===== src/rtl/mixed_encoder_low.sv =====
// Registered 4-to-2 priority encoder for active-low request lines.
// Each falling edge on a synchronised req_n line becomes a pending event;
// pending events are drained one code per handshake in priority order.
module mixed_encoder_low #(
    parameter int SYNC_STAGES = 2,    // synchroniser depth on req_n, 2..4
    parameter bit PRIO_HIGH   = 1'b0  // 0: lowest index first, 1: highest index first
) (
    input  logic       clk,
    input  logic       rst_n,
    input  logic [3:0] req_n,
    input  logic       out_ready,
    output logic       out_valid,
    output logic [1:0] code,
    output logic       multi,
    output logic       ovf
);

    typedef enum logic {
        IDLE = 1'b0,
        HOLD = 1'b1
    } state_t;

    state_t     state;
    state_t     state_nxt;

    logic [3:0] sync_q [SYNC_STAGES];
    logic [3:0] s;
    logic [3:0] prev;
    logic [3:0] evt;

    logic [3:0] pend;
    logic [3:0] pend_nxt;
    logic [3:0] grant_clr;
    logic [1:0] sel;
    logic [1:0] code_nxt;
    logic       multi_nxt;
    logic       ovf_nxt;
    logic       load;

    // Priority pick over a request vector; the direction is fixed by PRIO_HIGH.
    function automatic logic [1:0] pick(input logic [3:0] v);
        logic [1:0] r;
        r = 2'd0;
        if (PRIO_HIGH) begin
            for (int i = 0; i < 4; i++) begin
                if (v[i]) r = i[1:0];
            end
        end else begin
            for (int i = 3; i >= 0; i--) begin
                if (v[i]) r = i[1:0];
            end
        end
        return r;
    endfunction

    // True when more than one bit of v is set.
    function automatic logic several(input logic [3:0] v);
        return (v & (v - 4'd1)) != 4'd0;
    endfunction

    assign s         = sync_q[SYNC_STAGES-1];
    assign evt       = prev & ~s;  // high->low on the synchronised line
    assign out_valid = (state == HOLD);

    // Synchroniser chain plus one-cycle-old copy for edge detection; idle level is all-ones.
    always_ff @(posedge clk or negedge rst_n) begin
        if (!rst_n) begin
            for (int i = 0; i < SYNC_STAGES; i++) begin
                sync_q[i] <= 4'b1111;
            end
            prev <= 4'b1111;
        end else begin
            sync_q[0] <= req_n;
            for (int i = 1; i < SYNC_STAGES; i++) begin
                sync_q[i] <= sync_q[i-1];
            end
            prev <= s;
        end
    end

    // Next-state, code load and pending-set update; a new event beats the grant clear.
    always_comb begin
        state_nxt = state;
        code_nxt  = code;
        multi_nxt = multi;
        grant_clr = 4'b0000;
        load      = 1'b0;
        sel       = pick(pend);

        case (state)
            IDLE: begin
                if (pend != 4'b0000) load = 1'b1;
            end
            HOLD: begin
                if (out_ready) begin
                    if (pend != 4'b0000) load = 1'b1;
                    else                 state_nxt = IDLE;
                end
            end
            default: state_nxt = IDLE;
        endcase

        if (load) begin
            state_nxt = HOLD;
            code_nxt  = sel;
            multi_nxt = several(pend);
            grant_clr = 4'b0001 << sel;
        end

        pend_nxt = evt | (pend & ~grant_clr);
        ovf_nxt  = ovf | (|(evt & pend & ~grant_clr));
    end

    // Control and output registers.
    always_ff @(posedge clk or negedge rst_n) begin
        if (!rst_n) begin
            state <= IDLE;
            pend  <= 4'b0000;
            code  <= 2'd0;
            multi <= 1'b0;
            ovf   <= 1'b0;
        end else begin
            state <= state_nxt;
            pend  <= pend_nxt;
            code  <= code_nxt;
            multi <= multi_nxt;
            ovf   <= ovf_nxt;
        end
    end

endmodule


===== config.mk =====
export PLATFORM = sky130hd
export DESIGN_NAME = mixed_encoder_low
export DESIGN_NICKNAME = d
export VERILOG_FILES = /design/src/rtl/mixed_encoder_low.sv
export SDC_FILE = /design/constraint.sdc
export NUM_CORES = 1
export LEC_CHECK = 0
export CORE_MARGIN = 2
export CORE_UTILIZATION = 50
export DETAILED_ROUTE_END_ITERATION = 12
export PLACE_DENSITY = 0.75
export SYNTH_ARGS = -nofsm -noshare
export SYNTH_HDL_FRONTEND = slang
export SYNTH_SLANG_ARGS = --single-unit

===== constraint.sdc =====
create_clock -name clk -period 2.4 [get_ports clk]
set_input_delay 0.24 -clock clk [delete_from_list [all_inputs] [get_ports clk]]
set_output_delay 0.24 -clock clk [all_outputs]
set_load 0.03 [all_outputs]

==> reports/summary.txt, run 1 <==
Overflow after GRT: 0
Worst Path Max Fanout: 2
Area growth, synth to finish: 18.4%
largest net degree at the start of global routing: 22
Final GP Congestion: 0.801
CP arrival: 1.34 ns
Post-Syn Instances: 58
Power Internal: 511 uW
min-delay worst type: input pin to async pin
post-route insts no fill: 88
initial core utilization: 53.2%
logic gate share of total power: 16.7%
Final min period: 1.58 ns
Rel. slew slack: 55.3%
PwrDens: 734 nW/um^2
Core Region: 1510 um^2
Slew Limit Fails: 0
Root Driver: clkbuf_4
switching share of power: 26.6%
clk_lat worst skew: 0.28 ns
crit-path leading delay family: buffers and inverters
TritonRoute pass-1 iters: 4
Ports: 12
Mapped Area: 801 um^2
first-pass GRT wire length: 1.97 mm
number of max-cap violations: 0
Max Clock Freq: 631 MHz
area of the multi-input gates: 229 um^2
setup slack, reg-to-reg: 1.08 ns
Switch Pwr: 185 uW
status: completed
Post-CTS Resized: 0
most frequent cells in the layout: dfstp_2, clkdlybuf4s50_1, dfrtp_1, inv_1, a21oi_1
vias in the first global route: 469
register area: 541 um^2
Critical R2R Launch: out_valid
H-tree depth: 1
TritonCTS clock tree: done
Worst Skew: 0.00117 ns
Die Width: 44.0 um
CP max stage cell: clkdlybuf4s50_1
WP buf/inv: 1
fraction of registers with async set/reset: 100%
CTS Hold Buffers Added: 0
RSZ-0062 raised after global routing: no
Antenna Nets Post-Route: 0
Clock Path Buffers: 2
Clock power frac: 22.7%
synthesized area per cell: 13.8 um^2
drt wl/cell: 12.4 um
critical path cell sequence: clkdlybuf4s50_1
share of cells above drive strength 1: 27.8%
Worst setup EP type: output pin
Vias: 482
dpl cell area: 922 um^2
gr usage total: 13.8%
Pleak: 0.000373 uW
antenna violations before repair: 0
yosys warns: 0
fin area: 948 um^2
fill cell count: 125
DRC Markers: 0
critical path class: flip-flop to output pin
#FFs+latches synth: 21
Flop pwr share: 60.6%
Pwr Total: 696 uW
final setup vio count: 0
period utilisation layout: 66.0%
hold violation total from the final report: 0
Die Y: 44.0 um
Final nets: 80
post-synthesis cell type count: 28
TNS Setup: 0 ns
n_diodes: 0
Initial DRC Count: 4
CTS Buf Count: 3
clk sink count: 21
placed cell count: 84
Row Count: 14
Worst setup SP type: flip-flop
Post-CTS Setup Repair Bufs: 0
dominant synthesized flop cell: dfstp_2
final design utilization: 63.0%
most common cell after layout, fill and taps aside: dfstp_2
Slew @ Worst Pin: 0.670 ns
Worst VDD drop: 0.421 mV
worst r2r path cells: 3
die area: 1940 um^2
Post-synth EDFFs: 0
vias per inst: 5.48
post-synth net total: 65
clock-pin slew on the worst setup and hold paths: 0.10 ns
I/O Buffers: 11
reg-to-reg endpoint: ovf
drt total wl: 1.09 mm
Critical Path Max Stage Delay: 0.68 ns
WP data required: 2.16 ns
critical path depth: 1
Seq/Total Area, Yosys: 67.5%
[layout make-up]
cell class / instances / area share [%]
timing repair buffer: 12 / 12.4
clock buffer: 4 / 2.77
tap: 16 / 2.11
multi-input combinational: 31 / 24.1
inverter: 4 / 1.58
sequential: 21 / 57.0
[cells in the mapped netlist, types with 2 or more instances]
cell type	count	share of area (%)
a21oi_1	4	2.5
dfrtp_1	9	28
dfstp_2	12	39
inv_1	4	1.9
nand2b_1	2	1.6
nor2_1	2	0.94
nor2b_1	2	1.6
o2111ai_1	2	2.2
or3_1	2	1.6
[worst max path at each step]
stage	start	endpoint	slack, ns
3_5_place_dp	out_ready	ovf	0.79
6_report	ovf	ovf	0.82
5_1_grt	code[0]	code[0]	0.75
2_1_floorplan	out_valid	ovf	1.13
3_3_place_gp	out_ready	ovf	0.81
4_1_cts	ovf	ovf	0.80
[registers in the layout, indices dropped and copies added, names as in the netlist]
signal and flops:
s 4, code 2, sync_q 4, multi 1
out_valid 1, prev 4, ovf 1, pend 4
[stage by stage]
step | hold WS [ns] | setup slack, ns
final | 0.286 | 0.815
after global routing | 0.314 | 0.752
after CTS | 0.283 | 0.799
after detailed placement | 0.348 | 0.788
after global placement | 0.345 | 0.811
after floorplan | -0.0556 | 1.13
[kinds of logic after synthesis]
group / synth area share [%]
flip-flops: 67.5
AO/OA/AOI/OAI: 16.6
AND/OR/NAND/NOR: 10.9
buffers and inverters: 3.91
XOR/XNOR: 1.09
[metal layers]
layer / GRT usage (%) / vias up / share of wire (%)
met5: 0 / - / 0
met4: 4.85 / 0 / 0
met3: 2.45 / 0 / 4.8
met2: 23.2 / 10 / 51
met1: 18.1 / 234 / 44
li1: - / 238 / -
[power by group through the flow]
| stage | logic, uW | registers [uW] | clock network (uW) |
|---|---|---|---|
| after floorplan | 55.3 | 444 | 0 |
| after global placement | 115 | 428 | 0 |
| after detailed placement | 118 | 429 | 0 |
| after CTS | 118 | 423 | 168 |
| after global routing | 127 | 428 | 182 |
| final | 116 | 422 | 158 |
Note: power is estimated with default switching activity, not from simulation.
==> run 2: changes to the inputs <==
Clock period 2.4 ns to 1.6 ns, I/O delays scaled along.
==> run 2 against run 1 <==
Worst setup slack lost 0.74 ns; global-route usage grew 2.2 points; clock power grew 54%; utilization grew 0.58 points; flip-flop and latch count is the same; cell count grew 1.1%; combinational power grew 53%; clock skew grew 0.0029 ns.
==> reports/summary.txt, run 2 (synthesis results as in run 1) <==
Clock power frac: 23.0% (was 22.7%)
min-delay worst type: input pin to async pin (unchanged)
Final nets: 81 (was 80)
worst r2r path cells: 3 (unchanged)
TNS Setup: 0 ns (unchanged)
DP Worst Slack: 0.146 ns (was 0.788 ns)
Ports: 12 (unchanged)
Flop pwr share: 60.2% (was 60.6%)
post-route insts no fill: 89 (was 88)
Switch Pwr: 292 uW (was 185 uW)
PwrDens: 1110 nW/um^2 (was 734 nW/um^2)
CP arrival: 1.36 ns (was 1.34 ns)
Final GP Congestion: 0.805 (was 0.801)
Row Count: 14 (unchanged)
die area: 1940 um^2 (unchanged)
period utilisation layout: 95.1%
first-pass GRT wire length: 2.19 mm (was 1.97 mm)
Pleak: 0.000380 uW (was 0.000373 uW)
WP data required: 1.44 ns (was 2.16 ns)
Max Used Layer: met3 (unchanged)
DP HPWL: 912 um
Root Driver: clkbuf_4 (unchanged)
M1 wire length: 550 um (was 484 um)
Max Clock Freq: 657 MHz
Overflow after GRT: 0 (unchanged)
Worst setup SP type: flip-flop (unchanged)
Area growth, synth to finish: 19.5% (was 18.4%)
drt total wl: 1.24 mm (was 1.09 mm)
status: completed (unchanged)
metal2 WL: 613 um (was 554 um)
DRC Markers: 0 (unchanged)
vias per inst: 5.71 (was 5.48)
post-layout worst setup margin: 0.0789 ns (was 0.815 ns)
Worst Skew: 0.00406 ns (was 0.00117 ns)
switching share of power: 27.6% (was 26.6%)
drt wl/cell: 13.9 um (was 12.4 um)
WP buf/inv: 1 (unchanged)
Critical Path Max Stage Delay: 0.68 ns (about the same)
fin area: 957 um^2 (was 948 um^2)
Critical R2R Launch: pend[0] (was out_valid)
critical path cell sequence: clkdlybuf4s50_1 (unchanged)
CTS Buf Count: 3 (unchanged)
reg-to-reg endpoint: ovf (unchanged)
Initial DRC Count: 10 (was 4)
Die Width: 44.0 um (unchanged)
logic gate share of total power: 16.8% (was 16.7%)
Slew @ Worst Pin: 0.304 ns (was 0.670 ns)
critical path class: flip-flop to output pin (unchanged)
setup slack, reg-to-reg: 0.26 ns (was 1.08 ns)
Worst VDD drop: 0.720 mV (was 0.421 mV)
TritonCTS clock tree: done (unchanged)
most frequent cells in the layout: dfstp_2, clkdlybuf4s50_1, dfrtp_1, inv_1, a21oi_1 (unchanged)
initial core utilization: 53.2% (unchanged)
gr usage total: 16.0% (was 13.8%)
CP max stage cell: clkdlybuf4s50_1 (unchanged)
wire length on met3: 77 um (was 52 um)
I/O Buffers: 11 (unchanged)
Antenna Nets Post-Route: 0 (unchanged)
dpl cell area: 930 um^2 (was 922 um^2)
largest net degree at the start of global routing: 22 (unchanged)
crit-path leading delay family: buffers and inverters (unchanged)
n_diodes: 0 (unchanged)
vias in the first global route: 519 (was 469)
Power Internal: 766 uW (was 511 uW)
Rel. slew slack: 79.7% (was 55.3%)
clk sink count: 21 (unchanged)
Die Y: 44.0 um (unchanged)
antenna violations before repair: 0 (unchanged)
final setup vio count: 0 (unchanged)
Post-CTS Resized: 0 (unchanged)
hold violation total from the final report: 0 (unchanged)
most common cell after layout, fill and taps aside: dfstp_2 (unchanged)
number of max-cap violations: 0 (unchanged)
Worst setup EP type: output pin (unchanged)
Worst Path Max Fanout: 3 (was 2)
placed cell count: 85 (was 84)
clk_lat worst skew: 0.30 ns (was 0.28 ns)
RSZ-0062 raised after global routing: no (unchanged)
share of cells above drive strength 1: 30.1% (was 27.8%)
Final min period: 1.52 ns
Clock Path Buffers: 2 (unchanged)
Vias: 508 (was 482)
Core Region: 1510 um^2 (unchanged)
fill cell count: 119 (was 125)
H-tree depth: 1 (unchanged)
clock-pin slew on the worst setup and hold paths: 0.11 ns (was 0.10 ns)
Post-CTS Setup Repair Bufs: 0 (unchanged)
Slew Limit Fails: 0 (unchanged)
Min Hold Slack: 0.184 ns (was 0.286 ns)
CTS Hold Buffers Added: 0 (unchanged)
TritonRoute pass-1 iters: 3 (was 4)
-- run 2: cell types whose count changed in the layout (fill, tap and decap cells not counted) --
cell and change:
buf_4 +1, clkinv_2 +1, clkbuf_1 -1
-- run 2: worst max path at each step --
stage / depth (start not counted) / slack [ns] / start / end
after floorplan: 4 / 0.33 / out_valid / ovf
after global placement: 4 / 0.18 / out_ready / out_valid
after detailed placement: 4 / 0.15 / out_ready / out_valid
after CTS: 1 / 0.07 / code[0] / code[0]
after global routing: 1 / 0.03 / code[0] / code[0]
final: 1 / 0.08 / code[0] / code[0]
-- run 2: layout make-up --
type	count	area, um^2	area share [%]
Multi-Input combinational cell	31	229	23.9
Timing Repair Buffer	13	125	13.1
Clock inverter	1	5.00	0.523
Sequential cell	21	541	56.5
Tap cell	16	20.0	2.09
Inverter	4	15.0	1.57
Clock buffer	3	22.5	2.35
-- run 2: through the flow --
stage / power [uW] / util, %
6_report: 1060 / 63.5
5_1_grt: 1120 / 63.5
4_1_cts: 1070 / 63.5
3_5_place_dp: 825 / 61.7
3_3_place_gp: 818 / 61.7
2_1_floorplan: 748 / -
-- run 2: power groups by stage --
stage               clock, uW  combinational [uW]  sequential [uW]
CTS                       258                 179              637
detailed placement          0                 179              646
finish                    244                 178              637
global route              284                 194              644
global placement            0                 176              642
floorplan                   0                83.0              665
-- run 2: per-layer routing --
layer,vias up,global-route usage [%]
li1,243,-
met1,252,19.1
met2,13,25.6
met3,0,7.35
met4,0,5.45
met5,-,0
==> run 3: changes to the inputs <==
Settings changed: GPL_TIMING_DRIVEN from default to 1.
==> results of run 3 <==
Same layout as run 2: the final DEF is identical, and so are final timing and power.
